<file path="src/rtl/hazard_detect_unit_if.sv">
// rtl/hazard_detect_unit_if.sv - ID-stage request and EX forwarding select bundle for hazard_detect_unit
interface hazard_detect_unit_if #(
  parameter int ADDR_W = 5
);
  logic              id_valid;
  logic [ADDR_W-1:0] id_rs1;
  logic [ADDR_W-1:0] id_rs2;
  logic              id_rs1_used;
  logic              id_rs2_used;
  logic [ADDR_W-1:0] id_rd;
  logic              id_regwrite;
  logic              id_memtoreg;
  logic              flush;
  logic              mem_stall;
  logic [1:0]        rs1_hazard;
  logic [1:0]        rs2_hazard;
  logic              stall_if_id;
  logic              ex_valid;

  modport master (
    output id_valid, id_rs1, id_rs2, id_rs1_used, id_rs2_used,
           id_rd, id_regwrite, id_memtoreg, flush, mem_stall,
    input  rs1_hazard, rs2_hazard, stall_if_id, ex_valid
  );

  modport slave (
    input  id_valid, id_rs1, id_rs2, id_rs1_used, id_rs2_used,
           id_rd, id_regwrite, id_memtoreg, flush, mem_stall,
    output rs1_hazard, rs2_hazard, stall_if_id, ex_valid
  );
endinterface

</file>
<file path="src/rtl/hazard_detect_unit.sv">
// rtl/hazard_detect_unit.sv - forwarding select generation and load-use stall for a 4-stage core
module hazard_detect_unit #(
  parameter int ADDR_W          = 5,
  parameter int LOAD_USE_STALLS = 1
) (
  input  logic               clk,
  input  logic               rst,
  hazard_detect_unit_if.slave hz
);

  localparam int              CNT_W      = (LOAD_USE_STALLS < 1) ? 1 : $clog2(LOAD_USE_STALLS + 1);
  localparam logic [CNT_W-1:0] CNT_RELOAD = CNT_W'(LOAD_USE_STALLS - 1);
  localparam logic [CNT_W-1:0] CNT_ONE    = CNT_W'(1);

  localparam logic [1:0] SEL_RF  = 2'b00;
  localparam logic [1:0] SEL_EX  = 2'b01;
  localparam logic [1:0] SEL_MEM = 2'b10;

  logic              ex_v_q, ex_v_d;
  logic [ADDR_W-1:0] ex_rd_q, ex_rd_d;
  logic              ex_we_q, ex_we_d;
  logic              ex_ld_q, ex_ld_d;
  logic              wb_v_q, wb_v_d;
  logic [ADDR_W-1:0] wb_rd_q, wb_rd_d;
  logic              wb_we_q, wb_we_d;
  logic [CNT_W-1:0]  cnt_q, cnt_d;
  logic [1:0]        rs1_sel_q, rs1_sel_d;
  logic [1:0]        rs2_sel_q, rs2_sel_d;
  logic              ex_valid_q, ex_valid_d;

  logic m1_ex, m2_ex, m1_wb, m2_wb;
  logic hit, stall, bubble;
  logic [1:0] sel1, sel2;

  // x0 is hardwired zero, so a write to it never produces a forwardable value
  function automatic logic slot_match(input logic v, input logic we,
                                      input logic [ADDR_W-1:0] rd,
                                      input logic used, input logic [ADDR_W-1:0] rs);
    return v & we & (rd != '0) & used & (rd == rs);
  endfunction

  always_comb begin
    m1_ex  = slot_match(ex_v_q, ex_we_q, ex_rd_q, hz.id_rs1_used, hz.id_rs1);
    m2_ex  = slot_match(ex_v_q, ex_we_q, ex_rd_q, hz.id_rs2_used, hz.id_rs2);
    m1_wb  = slot_match(wb_v_q, wb_we_q, wb_rd_q, hz.id_rs1_used, hz.id_rs1);
    m2_wb  = slot_match(wb_v_q, wb_we_q, wb_rd_q, hz.id_rs2_used, hz.id_rs2);
    hit    = hz.id_valid & ~hz.flush & ex_ld_q & (m1_ex | m2_ex);
    stall  = ~hz.flush & (hit | (cnt_q != '0));
    bubble = hz.flush | stall | ~hz.id_valid;
    sel1   = m1_ex ? SEL_EX : (m1_wb ? SEL_MEM : SEL_RF);
    sel2   = m2_ex ? SEL_EX : (m2_wb ? SEL_MEM : SEL_RF);
  end

  always_comb begin
    ex_v_d     = ex_v_q;
    ex_rd_d    = ex_rd_q;
    ex_we_d    = ex_we_q;
    ex_ld_d    = ex_ld_q;
    wb_v_d     = wb_v_q;
    wb_rd_d    = wb_rd_q;
    wb_we_d    = wb_we_q;
    cnt_d      = cnt_q;
    rs1_sel_d  = rs1_sel_q;
    rs2_sel_d  = rs2_sel_q;
    ex_valid_d = ex_valid_q;
    // mem_stall freezes every piece of state, taking priority over hit and flush
    if (!hz.mem_stall) begin
      wb_v_d  = ex_v_q;
      wb_rd_d = ex_rd_q;
      wb_we_d = ex_we_q;
      if (bubble) begin
        ex_v_d     = 1'b0;
        ex_valid_d = 1'b0;
        rs1_sel_d  = SEL_RF;
        rs2_sel_d  = SEL_RF;
      end else begin
        ex_v_d     = 1'b1;
        ex_rd_d    = hz.id_rd;
        ex_we_d    = hz.id_regwrite;
        ex_ld_d    = hz.id_memtoreg;
        ex_valid_d = 1'b1;
        rs1_sel_d  = sel1;
        rs2_sel_d  = sel2;
      end
      if (hz.flush)
        cnt_d = '0;
      else if (cnt_q != '0)
        cnt_d = cnt_q - CNT_ONE;
      else if (hit)
        cnt_d = CNT_RELOAD;
    end
  end

  always_ff @(posedge clk or posedge rst) begin
    if (rst) begin
      ex_v_q     <= 1'b0;
      ex_rd_q    <= '0;
      ex_we_q    <= 1'b0;
      ex_ld_q    <= 1'b0;
      wb_v_q     <= 1'b0;
      wb_rd_q    <= '0;
      wb_we_q    <= 1'b0;
      cnt_q      <= '0;
      rs1_sel_q  <= SEL_RF;
      rs2_sel_q  <= SEL_RF;
      ex_valid_q <= 1'b0;
    end else begin
      ex_v_q     <= ex_v_d;
      ex_rd_q    <= ex_rd_d;
      ex_we_q    <= ex_we_d;
      ex_ld_q    <= ex_ld_d;
      wb_v_q     <= wb_v_d;
      wb_rd_q    <= wb_rd_d;
      wb_we_q    <= wb_we_d;
      cnt_q      <= cnt_d;
      rs1_sel_q  <= rs1_sel_d;
      rs2_sel_q  <= rs2_sel_d;
      ex_valid_q <= ex_valid_d;
    end
  end

  assign hz.rs1_hazard  = rs1_sel_q;
  assign hz.rs2_hazard  = rs2_sel_q;
  assign hz.ex_valid    = ex_valid_q;
  assign hz.stall_if_id = stall;

endmodule
</file>
<file path="src/flat_wrapper.sv">
// flat-port wrapper written by rule: the top's interface ports become plain ports
module hazard_detect_unit_flat 
#(
  parameter int ADDR_W          = 5,
  parameter int LOAD_USE_STALLS = 1
)
  (clk, rst, hz_id_valid, hz_id_rs1, hz_id_rs2, hz_id_rs1_used, hz_id_rs2_used, hz_id_rd, hz_id_regwrite, hz_id_memtoreg, hz_flush, hz_mem_stall, hz_rs1_hazard, hz_rs2_hazard, hz_stall_if_id, hz_ex_valid);
  hazard_detect_unit_if #(.ADDR_W(ADDR_W)) hz_i ();
  input  logic clk;
  input  logic rst;
  input wire logic [$bits(hz_i.id_valid)-1:0] hz_id_valid;
  input wire logic [$bits(hz_i.id_rs1)-1:0] hz_id_rs1;
  input wire logic [$bits(hz_i.id_rs2)-1:0] hz_id_rs2;
  input wire logic [$bits(hz_i.id_rs1_used)-1:0] hz_id_rs1_used;
  input wire logic [$bits(hz_i.id_rs2_used)-1:0] hz_id_rs2_used;
  input wire logic [$bits(hz_i.id_rd)-1:0] hz_id_rd;
  input wire logic [$bits(hz_i.id_regwrite)-1:0] hz_id_regwrite;
  input wire logic [$bits(hz_i.id_memtoreg)-1:0] hz_id_memtoreg;
  input wire logic [$bits(hz_i.flush)-1:0] hz_flush;
  input wire logic [$bits(hz_i.mem_stall)-1:0] hz_mem_stall;
  output wire logic [$bits(hz_i.rs1_hazard)-1:0] hz_rs1_hazard;
  output wire logic [$bits(hz_i.rs2_hazard)-1:0] hz_rs2_hazard;
  output wire logic [$bits(hz_i.stall_if_id)-1:0] hz_stall_if_id;
  output wire logic [$bits(hz_i.ex_valid)-1:0] hz_ex_valid;
  assign hz_i.id_valid = hz_id_valid;
  assign hz_i.id_rs1 = hz_id_rs1;
  assign hz_i.id_rs2 = hz_id_rs2;
  assign hz_i.id_rs1_used = hz_id_rs1_used;
  assign hz_i.id_rs2_used = hz_id_rs2_used;
  assign hz_i.id_rd = hz_id_rd;
  assign hz_i.id_regwrite = hz_id_regwrite;
  assign hz_i.id_memtoreg = hz_id_memtoreg;
  assign hz_i.flush = hz_flush;
  assign hz_i.mem_stall = hz_mem_stall;
  assign hz_rs1_hazard = hz_i.rs1_hazard;
  assign hz_rs2_hazard = hz_i.rs2_hazard;
  assign hz_stall_if_id = hz_i.stall_if_id;
  assign hz_ex_valid = hz_i.ex_valid;
  hazard_detect_unit #(.ADDR_W(ADDR_W), .LOAD_USE_STALLS(LOAD_USE_STALLS)) u_core (.clk(clk), .rst(rst), .hz(hz_i));
endmodule
</file>
<file path="config.mk">
export PLATFORM = sky130hd
export DESIGN_NAME = hazard_detect_unit_flat
export DESIGN_NICKNAME = d
export VERILOG_FILES = /design/src/rtl/hazard_detect_unit_if.sv /design/src/rtl/hazard_detect_unit.sv /design/src/flat_wrapper.sv
export SDC_FILE = /design/constraint.sdc
export NUM_CORES = 1
export LEC_CHECK = 0
export BUFFER_PORTS_ARGS = -buffer_cell sky130_fd_sc_hd__buf_2
export CAP_MARGIN = 25
export CORE_UTILIZATION = 35
export CTS_CLUSTER_DIAMETER = 80
export CTS_CLUSTER_SIZE = 20
export DETAILED_ROUTE_END_ITERATION = 10
export SYNTH_ARGS = -nofsm -noshare
export SYNTH_HDL_FRONTEND = slang
export SYNTH_SLANG_ARGS = --single-unit
export TNS_END_PERCENT = 1
</file>
<file path="constraint.sdc">
create_clock -name clk -period 3.3 [get_ports clk]
set_clock_uncertainty 0.15 [all_clocks]
set_input_delay 0.66 -clock clk [delete_from_list [all_inputs] [get_ports clk]]
set_output_delay 0.66 -clock clk [all_outputs]
set_load 0.005 [all_outputs]
</file>
# Word level (Yosys, flattened, before mapping)
# Cells that the tools add are included.
# W data, S select, Z words.
# word_totals
regBits,20
latchBits,0
ramBits,0
mem_bits_ro,0
input_bits,24
out_inout_bits,6
wordCells,51
n_memories,0
# classes
n_addsub,1
n_mul,0
n_div,0
order_cmp,0
eq_ne,4
shifts,0
n_mux,9
n_bitwise,24
n_reduce_logical,3
# op_table
cell,n
$eq A5 B5 Y1,4
$and A1 B1 Y1,16
$mux W2,6
$reduce_bool A5 Y1,2
$not A1 Y1,4
$or A1 B1 Y1,4
$mux W1,3
$reduce_and A2 Y1,1
$sub A1 B1 Y1 const B,1

# Longest topological paths before layout
# logic_depth
ltp_word,12
mapped_depth,5
ltp_nobuf,5

# Worst setup path after synthesis
# OpenSTA, ideal clock, no wires.
# synth_path
path_type,input-to-output
from,in hz_id_rs2[2]
to,out hz_stall_if_id
t_arrival_ns,1.655
required_time_ns,2.490
setup_slack_ns,0.835
path_stages,5
cell_sequence,xnor2_1 -> nand4_1 -> nor3_1 -> nor2_1 -> nor4bb_1
# synth_between
elab_chain_cells,6
# synth_lines
element,line_no,rtl
"start, declared",flat_wrapper.sv:13,input wire logic [$bits(hz_i.id_rs2)-1:0] hz_id_rs2;
$eq A5 B5 Y1,hazard_detect_unit.sv:39,return v & we & (rd != '0) & used & (rd == rs);
$and A1 B1 Y1,hazard_detect_unit.sv:39,
$or A1 B1 Y1,hazard_detect_unit.sv:47,hit = hz.id_valid & ~hz.flush & ex_ld_q & (m1_ex | m2_ex);
$and A1 B1 Y1,hazard_detect_unit.sv:47,
$or A1 B1 Y1,hazard_detect_unit.sv:48,stall = ~hz.flush & (hit | (cnt_q != '0));
$and A1 B1 Y1,hazard_detect_unit.sv:48,
"end, declared",flat_wrapper.sv:23,output wire logic [$bits(hz_i.stall_if_id)-1:0] hz_stall_if_id;
# No other way between the ends.

# Final worst setup path
# layout_path
from,reg u_core.ex_rd_q[3]
to,out hz_stall_if_id
# layout_between
elab_chain_cells,8
# layout_lines
element,line_no,rtl
"start, declared",hazard_detect_unit.sv:20,"logic [ADDR_W-1:0] ex_rd_q, ex_rd_d;"
"start signal, assigned",hazard_detect_unit.sv:109,ex_rd_q <= ex_rd_d;
$reduce_bool A5 Y1,hazard_detect_unit.sv:39,
$and A1 B1 Y1 (3 in a row),hazard_detect_unit.sv:39,
$or A1 B1 Y1 (*),hazard_detect_unit.sv:47,
$and A1 B1 Y1 (*),hazard_detect_unit.sv:47,
$or A1 B1 Y1 (*),hazard_detect_unit.sv:48,
$and A1 B1 Y1 (*),hazard_detect_unit.sv:48,
# Every way passes the cells marked *; elsewhere a longest branch is shown, timed or not.

==> impl_results.md <==
* Outcome: complete, no violations
* Count of cell types in the netlist at 25
* WL/cell at 14.9 µm
* First-pass GRT wire length at 3780 µm
* Postcts setup bufs at 0
* IO buf count at 29
* R2R Path Start: u_core.ex_rd_q[0]$_DFFE_PP0P_
* FMAX at 347 MHz
* Synth warn at 0
* Cell taking the most area after synthesis: dfrtp_1
* GR Overflow Total at 0
* CP cell instances: xnor2_1 > nand4_1 > nor3_1 > nor2_1 > nor4bb_1 > buf_2
* First-pass detailed-route iteration total at 4
* Via count at 773
* CP top delay family: simple AND/OR/NAND/NOR gates
* Required @ worst endpoint at 2490 ps
* GRT Util Overall at 0.156
* Post-synthesis cell count at 86
* Hold Path Class: primary input to asynchronous set/reset pin
* H-Tree Depth at 1
* N_diodes at 0
* CTS clk-pin slew, worst paths at 100 ps
* Met2 global-route usage at 0.247
* Mapped Area at 0.00103 mm²
* NumNets Final at 144
* Ratio of cells with drive above 1 in the final layout at 0.420
* CTS Root Cell: clkbuf_4
* Initial Utilization at 0.371
* Core area at 0.00278 mm²
* Met3 GRT Util at 0.0276
* # setup viols final at 0
* Place WS at 466 ps
* R2R depth at 6
* Setup crit end: hz_stall_if_id
* Crit path launch: u_core.ex_rd_q[3]$_DFFE_PP0P_
* Starting DRC count in detailed routing at 12
* Final Hold Vio Count at 0
* Post-route insts no fill at 150
* Number of global-route vias before repair at 811
* DRT antenna net count at 0
* Worst-path fanout max at 5
* Crit. End Element: primary output
* Gpl congestion at 0.763
* VDD IR-drop max at 0.241 mV
* Largest cells by area after synthesis: dfrtp_1 (46%), mux2_2 (14%), xnor2_1 (10%)
* Critical Path Start Type: flop
* Hold buffers post-CTS at 0
* Row count at 19
* FF-to-FF setup slack at 900 ps
* Power Dens Cells at 459 mW/mm²
* Total routed wirelength at 2240 µm
* Slack of the critical path at 419 ps
* Tightest Pin Transition at 716 ps
* Crit path max-delay cell type: dfrtp_1
* Max-slew violations at 0
* CTS-repair resized insts at 0
* Top Usage Layer GRT: met2
* Global Route met1 Usage at 0.214
* CP peak stage delay at 480 ps
* Max-capacitance violation count at 0
* Fin crit period at 2880 ps
* Crit path depth at 6
* Die Area at 0.00317 mm²
* Largest net degree at the start of global routing at 20
* CP arrival at 2070 ps
* CTS Buf Count at 3
* RSZ-0062 raised after global routing: no
* TNS Setup at 0 ps
* Die W at 56.3 µm
* Clock latency on the worst-skew pair at 290 ps
* Filler cell count at 277
* Synth top area share at 0.461
* Cells after DPL at 146
* CTS tree: built
* Syn Nets at 110
* Vias/cell at 5.15
* Max Buffers Root-to-Sink at 2
* Static Leak at 0.576 nW
* Die H at 56.3 µm
* Kind of critical path: flop to primary output
* Post-Syn Area per Cell at 12.0 µm²
* DR DRC count at 0
* Top Ports at 30
* WP buf/inv at 1
* Final period util at 0.873
* Clock Sinks at 19
* Max_slew headroom at 0.522
* Register area share after synthesis at 0.461
* Area growth from synthesis to layout at 20.7%
* Initial antenna violation count at 0
* Worst reg2reg endpoint: u_core.hz.rs2_hazard[1]$_DFFE_PP0N_
* #FFs+latches synth at 19
## stage by stage
step	area, µm²	hold slack, ps	total power, mW	util
floorplan	1030	328	0.412	-
global placement	1220	315	0.456	0.439
detailed placement	1220	318	0.463	0.439
CTS	1250	336	0.577	0.448
global route	1250	363	0.609	0.448
finish	1250	315	0.571	0.448
## cells by family after synthesis
logic type / after synthesis / share of synthesized area
XOR/XNOR: 20 / 0.170
buffers and inverters: 3 / 0.0109
AO/OA/AOI/OAI: 12 / 0.112
flip-flops: 19 / 0.461
AND/OR/NAND/NOR: 19 / 0.105
multiplexers: 13 / 0.142
## worst min-delay path by stage
stage,startpoint,end,slack [ps],depth (start not counted)
final,rst,u_core.hz.rs2_hazard[1]$_DFFE_PP0N_,320,2
after global routing,rst,u_core.hz.ex_valid$_DFFE_PP0N_,360,2
after CTS,rst,u_core.hz.rs2_hazard[1]$_DFFE_PP0N_,340,2
after detailed placement,u_core.hz.rs1_hazard[1]$_DFFE_PP0N_,u_core.hz.rs1_hazard[1]$_DFFE_PP0N_,320,1
after global placement,u_core.hz.rs1_hazard[1]$_DFFE_PP0N_,u_core.hz.rs1_hazard[1]$_DFFE_PP0N_,320,1
after floorplan,u_core.hz.rs1_hazard[1]$_DFFE_PP0N_,u_core.hz.rs1_hazard[1]$_DFFE_PP0N_,330,1
## worst register-to-register path, cell delays in order (launching register included)
cell and delay (ps):
dfrtp_1 470, or4_1 560, o211ai_2 210, nor3_1 70
buf_4 150, a2111oi_0 600, a21o_1 140
## state kept, by name (all words and copies together) (netlist names)
| name | cells |
|---|---|
| u_core.hz.rs1_hazard | 2 |
| u_core.ex_rd_q | 5 |
| u_core.wb_we_q | 1 |
| u_core.hz.rs2_hazard | 2 |
| u_core.wb_rd_q | 5 |
| u_core.wb_v_q | 1 |
| u_core.ex_ld_q | 1 |
| u_core.ex_we_q | 1 |
| u_core.hz.ex_valid | 1 |
## cell usage after synthesis
cell and number:
a2111oi_0 2, a21o_1 2, a21o_2 1, a22o_1 2
a31oi_4 1, clkbuf_1 1, dfrtp_1 19, inv_1 2
mux2_2 13, nand2_1 4, nand3_1 2, nand4_1 2
nor2_1 2, nor3_1 2, nor3b_1 1, nor4_1 2
nor4bb_1 1, o2111ai_1 1, o211ai_2 1, o22ai_1 1
o31ai_1 1, or3b_2 1, or4_1 2, xnor2_1 12
xor2_1 8
## area by class of cell
class	count	area [µm²]	area share
multi-input cells	64	546	0.438
flip-flops and latches	19	475	0.382
repair buffers	30	153	0.122
well taps	31	38.8	0.0311
clock buffers	4	26.3	0.0211
inverters	2	7.51	0.00602
## routing by layer
| metal | part of all wire | up-vias | wire (µm) |
|---|---|---|---|
| li1 | - | 383 | - |
| met1 | 0.48 | 375 | 1080 |
| met2 | 0.49 | 13 | 1090 |
| met3 | 0.025 | 2 | 56 |
| met4 | 0.0071 | 0 | 16 |
| met5 | 0 | - | 0 |
## cell usage in the layout, fill, tap and decap left out, types with 2 or more instances in the layout
master and count:
buf_2 29, clkbuf_4 3, nor4_1 2, a22o_1 2, a2111oi_0 2, a21o_1 2, nor3_1 2, inv_1 2
xnor2_1 12, xor2_1 8, nor2_1 2, or4_1 2, dfrtp_1 19, nand2_1 4, mux2_2 13, nand4_1 2
nand3_1 2
## power breakdown
part	internal [mW]	total (mW)	leakage, nW	switching [mW]
Combinational	0.0808	0.134	0.325	0.0531
Clock	0.0469	0.114	0.0150	0.0668
Sequential	0.268	0.324	0.237	0.0557
No activity file was read; power rests on OpenSTA's default activity.
